**src/rtl/apb_master_arbiter.sv**
```systemverilog
// APB master shared by two requesters: round-robin arbitration, SETUP/ACCESS sequencing and a pready timeout.
// All outputs are registered; the fastest back-to-back rate is one transfer every 3 cycles.
module apb_master_arbiter #(
  parameter int ADDR_WIDTH = 32,
  parameter int DATA_WIDTH = 32,
  parameter int TIMEOUT    = 16
) (
  input  logic                    pclk,
  input  logic                    preset,
  input  logic [1:0]              req_valid,
  input  logic [1:0]              req_write,
  input  logic [2*ADDR_WIDTH-1:0] req_addr,
  input  logic [2*DATA_WIDTH-1:0] req_wdata,
  output logic [1:0]              req_grant,
  output logic [1:0]              rsp_valid,
  output logic [DATA_WIDTH-1:0]   rsp_rdata,
  output logic                    rsp_err,
  output logic                    busy,
  output logic [ADDR_WIDTH-1:0]   paddr,
  output logic                    psel,
  output logic                    penable,
  output logic                    pwrite,
  output logic [DATA_WIDTH-1:0]   pwdata,
  input  logic                    pready,
  input  logic [DATA_WIDTH-1:0]   prdata
);

  localparam logic [1:0] IDLE   = 2'd0;
  localparam logic [1:0] SETUP  = 2'd1;
  localparam logic [1:0] ACCESS = 2'd2;
  localparam logic [7:0] TIMEOUT_CNT = 8'(TIMEOUT);

  logic [1:0]            state_q, state_d;
  logic [7:0]            cnt_q, cnt_d;
  logic                  last_q, last_d;
  logic                  owner_q, owner_d;
  logic                  psel_q, psel_d;
  logic                  penable_q, penable_d;
  logic                  pwrite_q, pwrite_d;
  logic                  busy_q, busy_d;
  logic [ADDR_WIDTH-1:0] paddr_q, paddr_d;
  logic [DATA_WIDTH-1:0] pwdata_q, pwdata_d;
  logic [1:0]            grant_q, grant_d;
  logic [1:0]            rsp_vld_q, rsp_vld_d;
  logic [DATA_WIDTH-1:0] rsp_rdata_q, rsp_rdata_d;
  logic                  rsp_err_q, rsp_err_d;
  logic                  win;
  logic [7:0]            cnt_inc;

  // On a tie the requester that was not granted last wins.
  always_comb begin
    win = (req_valid == 2'b11) ? ~last_q : req_valid[1];
  end

  assign cnt_inc = cnt_q + 8'd1;

  always_comb begin
    state_d     = state_q;
    cnt_d       = cnt_q;
    last_d      = last_q;
    owner_d     = owner_q;
    psel_d      = psel_q;
    penable_d   = penable_q;
    pwrite_d    = pwrite_q;
    busy_d      = busy_q;
    paddr_d     = paddr_q;
    pwdata_d    = pwdata_q;
    grant_d     = 2'b00;
    rsp_vld_d   = 2'b00;
    rsp_rdata_d = rsp_rdata_q;
    rsp_err_d   = rsp_err_q;

    case (state_q)
      IDLE: begin
        if (req_valid != 2'b00) begin
          state_d      = SETUP;
          owner_d      = win;
          last_d       = win;
          grant_d[win] = 1'b1;
          psel_d       = 1'b1;
          penable_d    = 1'b0;
          busy_d       = 1'b1;
          paddr_d      = win ? req_addr[2*ADDR_WIDTH-1:ADDR_WIDTH] : req_addr[ADDR_WIDTH-1:0];
          pwrite_d     = req_write[win];
          if (req_write[win]) begin
            pwdata_d = win ? req_wdata[2*DATA_WIDTH-1:DATA_WIDTH] : req_wdata[DATA_WIDTH-1:0];
          end else begin
            pwdata_d = '0;
          end
        end
      end

      SETUP: begin
        state_d   = ACCESS;
        penable_d = 1'b1;
        cnt_d     = 8'd0;
      end

      ACCESS: begin
        // A pready on the final allowed cycle still completes normally.
        if (pready) begin
          state_d            = IDLE;
          psel_d             = 1'b0;
          penable_d          = 1'b0;
          busy_d             = 1'b0;
          rsp_vld_d[owner_q] = 1'b1;
          rsp_err_d          = 1'b0;
          rsp_rdata_d        = pwrite_q ? '0 : prdata;
        end else if (cnt_inc == TIMEOUT_CNT) begin
          state_d            = IDLE;
          cnt_d              = cnt_inc;
          psel_d             = 1'b0;
          penable_d          = 1'b0;
          busy_d             = 1'b0;
          rsp_vld_d[owner_q] = 1'b1;
          rsp_err_d          = 1'b1;
          rsp_rdata_d        = '0;
        end else begin
          cnt_d = cnt_inc;
        end
      end

      default: begin
        state_d   = IDLE;
        psel_d    = 1'b0;
        penable_d = 1'b0;
        busy_d    = 1'b0;
      end
    endcase
  end

  always_ff @(posedge pclk) begin
    if (preset) begin
      state_q     <= IDLE;
      cnt_q       <= 8'd0;
      last_q      <= 1'b1;
      owner_q     <= 1'b0;
      psel_q      <= 1'b0;
      penable_q   <= 1'b0;
      pwrite_q    <= 1'b0;
      busy_q      <= 1'b0;
      paddr_q     <= '0;
      pwdata_q    <= '0;
      grant_q     <= 2'b00;
      rsp_vld_q   <= 2'b00;
      rsp_rdata_q <= '0;
      rsp_err_q   <= 1'b0;
    end else begin
      state_q     <= state_d;
      cnt_q       <= cnt_d;
      last_q      <= last_d;
      owner_q     <= owner_d;
      psel_q      <= psel_d;
      penable_q   <= penable_d;
      pwrite_q    <= pwrite_d;
      busy_q      <= busy_d;
      paddr_q     <= paddr_d;
      pwdata_q    <= pwdata_d;
      grant_q     <= grant_d;
      rsp_vld_q   <= rsp_vld_d;
      rsp_rdata_q <= rsp_rdata_d;
      rsp_err_q   <= rsp_err_d;
    end
  end

  assign req_grant = grant_q;
  assign rsp_valid = rsp_vld_q;
  assign rsp_rdata = rsp_rdata_q;
  assign rsp_err   = rsp_err_q;
  assign busy      = busy_q;
  assign paddr     = paddr_q;
  assign psel      = psel_q;
  assign penable   = penable_q;
  assign pwrite    = pwrite_q;
  assign pwdata    = pwdata_q;

endmodule

```
**config.mk**
```make
export PLATFORM = sky130hd
export DESIGN_NAME = apb_master_arbiter
export DESIGN_NICKNAME = d
export VERILOG_FILES = /design/src/rtl/apb_master_arbiter.sv
export SDC_FILE = /design/constraint.sdc
export NUM_CORES = 1
export LEC_CHECK = 0
export ABC_CLOCK_PERIOD_IN_PS = 1920
export BUFFER_PORTS_ARGS = -buffer_cell sky130_fd_sc_hd__buf_2
export CAP_MARGIN = 20
export CORE_UTILIZATION = 42
export CTS_CLUSTER_SIZE = 14
export DETAILED_ROUTE_END_ITERATION = 12
export HOLD_SLACK_MARGIN = 0.15
export PLACE_DENSITY = 0.74
export SKIP_LAST_GASP = 1
export SYNTH_ARGS = -nofsm -noshare
export SYNTH_HDL_FRONTEND = slang
export SYNTH_SLANG_ARGS = --single-unit
```
**constraint.sdc**
```tcl
create_clock -name pclk -period 1.92 [get_ports pclk]
set_clock_uncertainty 0.05 [all_clocks]
set_input_delay 0.48 -clock pclk [delete_from_list [all_inputs] [get_ports pclk]]
set_output_delay 0.48 -clock pclk [all_outputs]
set_load 0.05 [all_outputs]
```
==> Word-level counts from Yosys, hierarchy flattened <==
Index checks and enable logic that the tools add are counted.
{ "classes": {"eq_ne": 7, "n_bitwise": 5, "n_addsub": 1, "n_mux": 29, "reduce_logical": 13, "n_lt_le_gt_ge": 4} }
{ "ops": {"columns": ["op", "n"], "rows": [
  ["$mux 32", 6],
  ["$pmux 8 s2", 1],
  ["$mux 1", 11],
  ["$mux 2", 5],
  ["$add 8x1->8 const B", 1],
  ["$eq 8x5->1 const B", 1],
  ["$mux 8", 1],
  ["$reduce_and 2->1", 4],
  ["$pmux 1 s3", 2],
  ["$pmux 2 s3", 1],
  ["$reduce_bool 2->1", 3],
  ["$not 1->1", 5],
  ["$eq 2x2->1 const B", 2],
  ["$lt 1x2->1 const B", 2],
  ["$ne 2x2->1 const B", 2],
  ["$ne 3x3->1 const B", 1],
  ["$reduce_and 3->1", 1],
  ["$reduce_or 3->1", 1],
  ["$demux 1 s1", 2],
  ["$eq 2x1->1 const B", 1],
  ["$ge 1x1->1 const B", 2],
  ["$logic_and 1x1->1", 2],
  ["$logic_not 2->1", 1],
  ["$reduce_or 2->1", 1]
]} }
{ "word_totals": {"inputBits": 167, "wordCells": 72, "out_inout_bits": 105, "register_bits": 116} }

==> Depth between registers and ports, before layout <==
Gate-level depths: netlist of run 1.
{ "depth": {"word_depth": 6, "ltp_mapped": 7} }

==> Worst setup path before layout of run 1 <==
OpenSTA, ideal clock, no wires.
{ "synth_timing": {"kind": "flip-flop to flip-flop", "from": "register state_q[1]", "to": "register pwdata_q[15] (netlist: pwdata[15])", "slack_ns": 0.087, "n_path_buf": 3, "setup_ns": 0.071, "period_less_slack_ns": 1.833, "path_stages_with_launch": 7, "t_required_ns": 1.799, "arrival_time_ns": 1.712, "cell_sequence": "dfxtp_1 > or3_1 > clkbuf_1 > buf_2 > buf_1 > nand2_1 > a21oi_1"} }
{ "synth_via": {"elab_chain_cells": 2} }
{ "synth_lines": {"columns": ["item", "line", "source"], "rows": [
  ["from (decl)", "33", "logic [1:0] state_q, state_d;"],
  ["from (signal assigned)", "149", "state_q <= state_d;"],
  ["$logic_not 2->1", "73", "case (state_q)"],
  ["$reduce_and 2->1 (no line)", null, null],
  ["to (signal assigned)", "158", "pwdata_q <= pwdata_d;"],
  ["to (decl)", "42", "logic [DATA_WIDTH-1:0] pwdata_q, pwdata_d;"]
]} }
Every way passes these cells.
A chain may end at the register's enable or synchronous reset.

==> qor.txt, run 1 <==
Input/output buffers: 271
Post-Syn Instances: 662
Clock H-tree levels: 4
Number of distinct library cells after synthesis: 42
Final ANT Viol Nets: 0
Largest net degree at the start of global routing: 68
Io pins: 272
Non-Filler Instances: 1,109
Max Cap Viol: 0
GRT Overall Usage: 0.242
Global routing's busiest layer: met2
Area delta synth->final: 40.2%
DR WL/cell: 15.1 µm
Gr ovfl total: 0
CP Class: flop to primary output
Synth Flop Type: dfxtp_1
Post-route DRC: 0
Synthesis-stage register bit count: 115
Vias: 5,999
Initial antenna violation count: 1
Core area: 13,200 µm²
Cells after DPL: 1,077
Tightest Pin Transition: 0.464 ns
Class of the tightest hold or removal check: input port to flop
CP Max Fanout: 17
Worst-case clock buffer depth: 2
Post-synthesis net count: 830
Most common cell after layout, fill and taps aside: buf_2
Final min period: 1.81 ns
M3 GR Usage: 0.0785
CTS root buffer: clkbuf_16
Total CTS buffers: 17
Fin. max-slew vios: 0
Required time worst endpoint: 1.39 ns
Worst endpoint data arrival time: 1.28 ns
Synth warnings: 0
PD cells: 903 nW/µm²
Setup violators final: 0
Die outline area: 13,900 µm²
CTS tree: yes
CP endpoint kind: primary output
Die H: 118 µm
Routed vias/inst: 5.41
Worst-path clk slew: 0.05 ns
Max-slew headroom: 0.691
Syn_area_per_cell: 8.53 µm²
Tot Pwr: 7.15 mW
Peak VDD IR: 0.000614 V
Register area share after synthesis: 0.408
EDFF count, synth: 0
Vias in the first global route: 5,658
Critical path launch point type: flop
Async SR Flop Fraction: 0
Commonest non-fill, non-tap cells in the layout: 270 x buf_2, 115 x dfxtp_1, 66 x mux2i_1
Max frequency: 0.553 GHz
Drt first pass iters: 5
Met2 GRT Util: 0.395
Layout cells sized above 1: 0.380
Starting Density: 0.428
DR iter-0 viols: 568
Fin. Hold Viols: 0
Global placer's final weighted congestion: 0.809
Met1 GRT Util: 0.291
Rows: 42
DIE WIDTH: 118 µm
Sink Count: 115
Final WL: 16.7 mm
RSZ-0062 raised after global routing: no
Clk_lat worst skew: 0.41 ns
Layout Nets: 1,088
Synth Cell Area: 5650 µm²
Layout Utilization: 0.600
Tcrit/Tclk final: 0.942
First-pass GRT wire length: 27.3 mm
Pleak: 3.67 nW
Detailed placement HPWL: 11.7 mm
Outcome: finished clean
kinds of logic (layout without fill, tap and decap cells):
group,count (synthesis),in the layout,share of synthesized area
buf+inv,76,346,0.0565
simple gates,249,249,0.231
compound gates,148,148,0.173
mux,70,70,0.125
other cells,0,1,0
flops,115,115,0.408
xor+xnor,3,3,0.00465
fa+ha+maj,1,1,0.00221
power breakdown:
group	switching, mW	total, mW	internal (mW)
registers	0.0808	2.63	2.55
logic	1.09	1.61	0.524
clock network	1.03	2.91	1.88
total	2.20	7.15	4.95
cells in the mapped netlist (3+ instances only):
cell	instances	area (µm²)
dfxtp_1	115	2300
a211oi_1	33	248
clkbuf_1	47	176
mux2_2	3	33.8
buf_4	3	22.5
nand4_1	33	206
or3_1	33	206
nor2_1	45	169
mux2i_1	67	671
clkbuf_2	3	15.0
nor3_1	4	20.0
a21oi_1	39	195
o21ai_0	33	165
nand3_1	40	200
buf_2	15	75.1
nand2b_1	6	37.5
o2111ai_1	32	280
nor2b_1	37	231
buf_1	6	22.5
nand2_1	41	154
through the flow:
stage	hold slack, ns	worst slack (ns)	TNS [ns]	area [µm²]
floorplan	0.362	0.0870	0	5650
global placement	0.386	-0.157	-5.31	7330
detailed placement	0.390	-0.0636	-1.15	7350
CTS	0.242	0.0927	0	7910
global route	0.251	0.0297	0	7920
finish	0.253	0.111	0	7920
worst paths after layout:
check             start      endpoint  slack [ns]  depth (start not counted)
min           prdata[5]  rsp_rdata[5]        0.25                          3
max          state_q[1]       penable        0.11                          2
max reg2reg    cnt_q[1]  rsp_rdata[1]        0.13                          6
min reg2reg   pwdata[7]     pwdata[7]        0.40                          2
layer usage:
| layer | up-vias | routed length (µm) |
|---|---|---|
| li1 | 2961 | - |
| met1 | 2733 | 6870 |
| met2 | 268 | 8020 |
| met3 | 37 | 1360 |
| met4 | 0 | 459 |
| met5 | - | 0 |
repair_timing:
action,in CTS,in global routing
gates resized for setup,1,1
buffers inserted,0,0
pin swaps,0,0
hold buffers,0,0
endpoints found under the setup margin,10,18
area by class of cell:
class	count	area [µm²]
Antenna cell	1	2.50
Clock inverter	3	17.5
Fill cell	1202	5270
Inverter	2	7.51
Clock buffer	28	537
Multi-Input combinational cell	471	3080
Tap cell	176	220
Timing Repair Buffer	313	1760
Sequential cell	115	2300
state kept, by name (all words and copies together), names as in the netlist:
signal,flops
paddr,32
pwdata,32
rsp_rdata,32
cnt_q,8
req_grant,2
rsp_valid,2
state_q,2
busy,1
last_q,1
owner_q,1
pwrite,1
rsp_err,1
critical path, cell delays in order (launching register included):
cell and delay (ns):
dfxtp_1 0.33, buf_4 0.22, buf_2 0.32
(Power assumes the default switching activity.)
==> run 2: changes to the inputs <==
Settings changed: BUFFER_PORTS_ARGS -buffer_cell sky130_fd_sc_hd__buf_2 to not set, DONT_BUFFER_PORTS set to 1, PLACE_DENSITY 0.74 to not set.
==> run 2 against run 1 <==
  * Cell area fell by 18%
  * Wire length fell by 9.5%
  * Sequential share of layout area rose by 6.4 points
  * Worst setup slack improved by 0.010 ns
  * Total power rose by 2.0%
  * Final cell count fell by 26%
  * Critical path depth rose by 3
  * First-iteration DRC count fell by 44%
  * Clock power rose by 17%
  * Via count fell by 18%
  * Fmax rose by 0.57%
  * Worst hold slack got worse by 0.080 ns
  * Critical path type is now flop to flop
  * Critical endpoint is now cnt_q[0]
  * Highest routed layer unchanged
==> qor.txt, run 2 (same netlist as run 1, synthesis figures left out) <==
Outcome: finished clean
Worst endpoint data arrival time: 2.04 ns (+0.76 ns)
Clk_lat worst skew: 0.41 ns (about the same)
Total CTS buffers: 17 (unchanged)
Rows: 42 (unchanged)
Die H: 118 µm (unchanged)
First-pass GRT wire length: 24.3 mm (-11%)
Core area: 13,200 µm² (unchanged)
Initial antenna violation count: 0 (-1)
Input/output buffers: 0 (-100%)
Final ANT Viol Nets: 0 (unchanged)
DR WL/cell: 18.4 µm (+22%)
Largest net degree at the start of global routing: 115 (+69%)
DR iter-0 viols: 319 (-44%)
Layout Nets: 800 (-26%)
Antenna diodes: 0 (-1)
CP Class: flop to flop
Fin. max-slew vios: 0 (unchanged)
FF-to-FF path depth: 5 (-1)
Final-layout fill cell count: 1,254 (+4.3%)
Sink Count: 115 (unchanged)
Most common cell after layout, fill and taps aside: dfxtp_1
Final min period: 1.80 ns (-0.0103 ns)
Max frequency: 0.556 GHz (+0.57%)
CP Max Fanout: 17 (unchanged)
Post-route DRC: 0 (unchanged)
Reg area: 2300 µm² (unchanged)
CTS root buffer: clkbuf_16
Fin. Hold Viols: 0 (unchanged)
Gr ovfl total: 0 (unchanged)
TNS Setup: 0 ns (unchanged)
Starting Density: 0.428 (unchanged)
Max-slew headroom: 0.622 (-0.0686)
Detailed placement HPWL: 10.0 mm (-14%)
Io pins: 272 (unchanged)
Final WL: 15.1 mm (-9.5%)
Tot Pwr: 7.29 mW (+2.0%)
Die outline area: 13,900 µm² (unchanged)
R2R Setup Slk: 0.12 ns (about the same)
Routed vias/inst: 6.00 (+11%)
Layout Utilization: 0.493 (-0.108)
PD cells: 1120 nW/µm² (+24%)
Peak VDD IR: 0.000709 V (+15%)
DIE WIDTH: 118 µm (unchanged)
Drt first pass iters: 5 (unchanged)
CTS tree: yes
Vias in the first global route: 4,776 (-16%)
Pleak: 2.43 nW (-34%)
Worst-path clk slew: 0.05 ns (about the same)
Max Cap Viol: 0 (unchanged)
Vias: 4,930 (-18%)
Cells after DPL: 787 (-27%)
GRT Overall Usage: 0.217 (-0.0244)
Hold path cells: 1 (-2)
Required time worst endpoint: 2.16 ns (+0.77 ns)
Critical path launch point type: flop
Worst-case clock buffer depth: 2 (unchanged)
Area of the multi-input gates: 3070 µm² (-0.33%)
CP endpoint kind: flop
Layout cells sized above 1: 0.107 (-0.273)
Class of the tightest hold or removal check: input port to flop
Tcrit/Tclk final: 0.937 (-0.00536)
Tightest Pin Transition: 0.566 ns (+0.102 ns)
Commonest non-fill, non-tap cells in the layout: 115 x dfxtp_1, 66 x mux2i_1, 45 x nor2_1
Area delta synth->final: 15.0%
Non-Filler Instances: 821 (-26%)
Global placer's final weighted congestion: 0.786 (-2.8%)
Clock H-tree levels: 4 (unchanged)
RSZ-0062 raised after global routing: no
Setup violators final: 0 (unchanged)
CTS Hold Buffers Added: 2 (+2)
==> run 2: worst max-delay path, cell delays in order (launching register included) <==
cell,delay (ns)
dfxtp_1,0.32
buf_4,0.31
mux2i_1,0.23
a2bb2oi_1,0.17
nor2_1,0.05
dlygate4sd3_1,0.55
==> run 2: what timing repair did <==
item | CTS | global route
hold endpoints to repair | 80 | 77
setup endpoints to repair | 0 | 2
setup buffers | 0 | 0
gates resized for setup | 0 | 1
==> run 2: worst paths after layout <==
kind,startpoint,to
setup / recovery,state_q[1],cnt_q[0]
setup reg to reg,state_q[1],cnt_q[0]
hold reg to reg,owner_q,rsp_valid[0]
hold / removal,preset,paddr[2]
==> run 2: through the flow <==
step	setup slack (ns)	area (µm²)	hold WS, ns
floorplan	0.0870	5650	0.362
global placement	0.107	5830	0.424
detailed placement	0.0416	5830	0.429
CTS	0.133	6490	0.0803
global route	0.0223	6500	0.0935
finish	0.122	6500	0.173
==> run 2: cell type report <==
class,instances,area share
clock buffers,23,0.0766
clock inverters,9,0.0229
inverters,2,0.00116
multi-input cells,471,0.472
flip-flops and latches,115,0.354
well taps,176,0.0339
repair buffers,25,0.0393
==> run 2: report_power, final <==
group / total [mW] / leakage [nW] / internal (mW) / switching [mW]
registers: 3.15 / 0.940 / 2.55 / 0.600
clock network: 3.40 / 0.323 / 2.34 / 1.07
logic: 0.741 / 1.16 / 0.300 / 0.441
total: 7.29 / 2.43 / 5.18 / 2.11
==> run 2: layer usage <==
metal	track usage	up-vias	wire, µm
met5	0	-	0
met4	0.0897	0	277
met3	0.0698	20	1210
met2	0.371	213	7660
met1	0.249	2320	5960
li1	-	2377	-
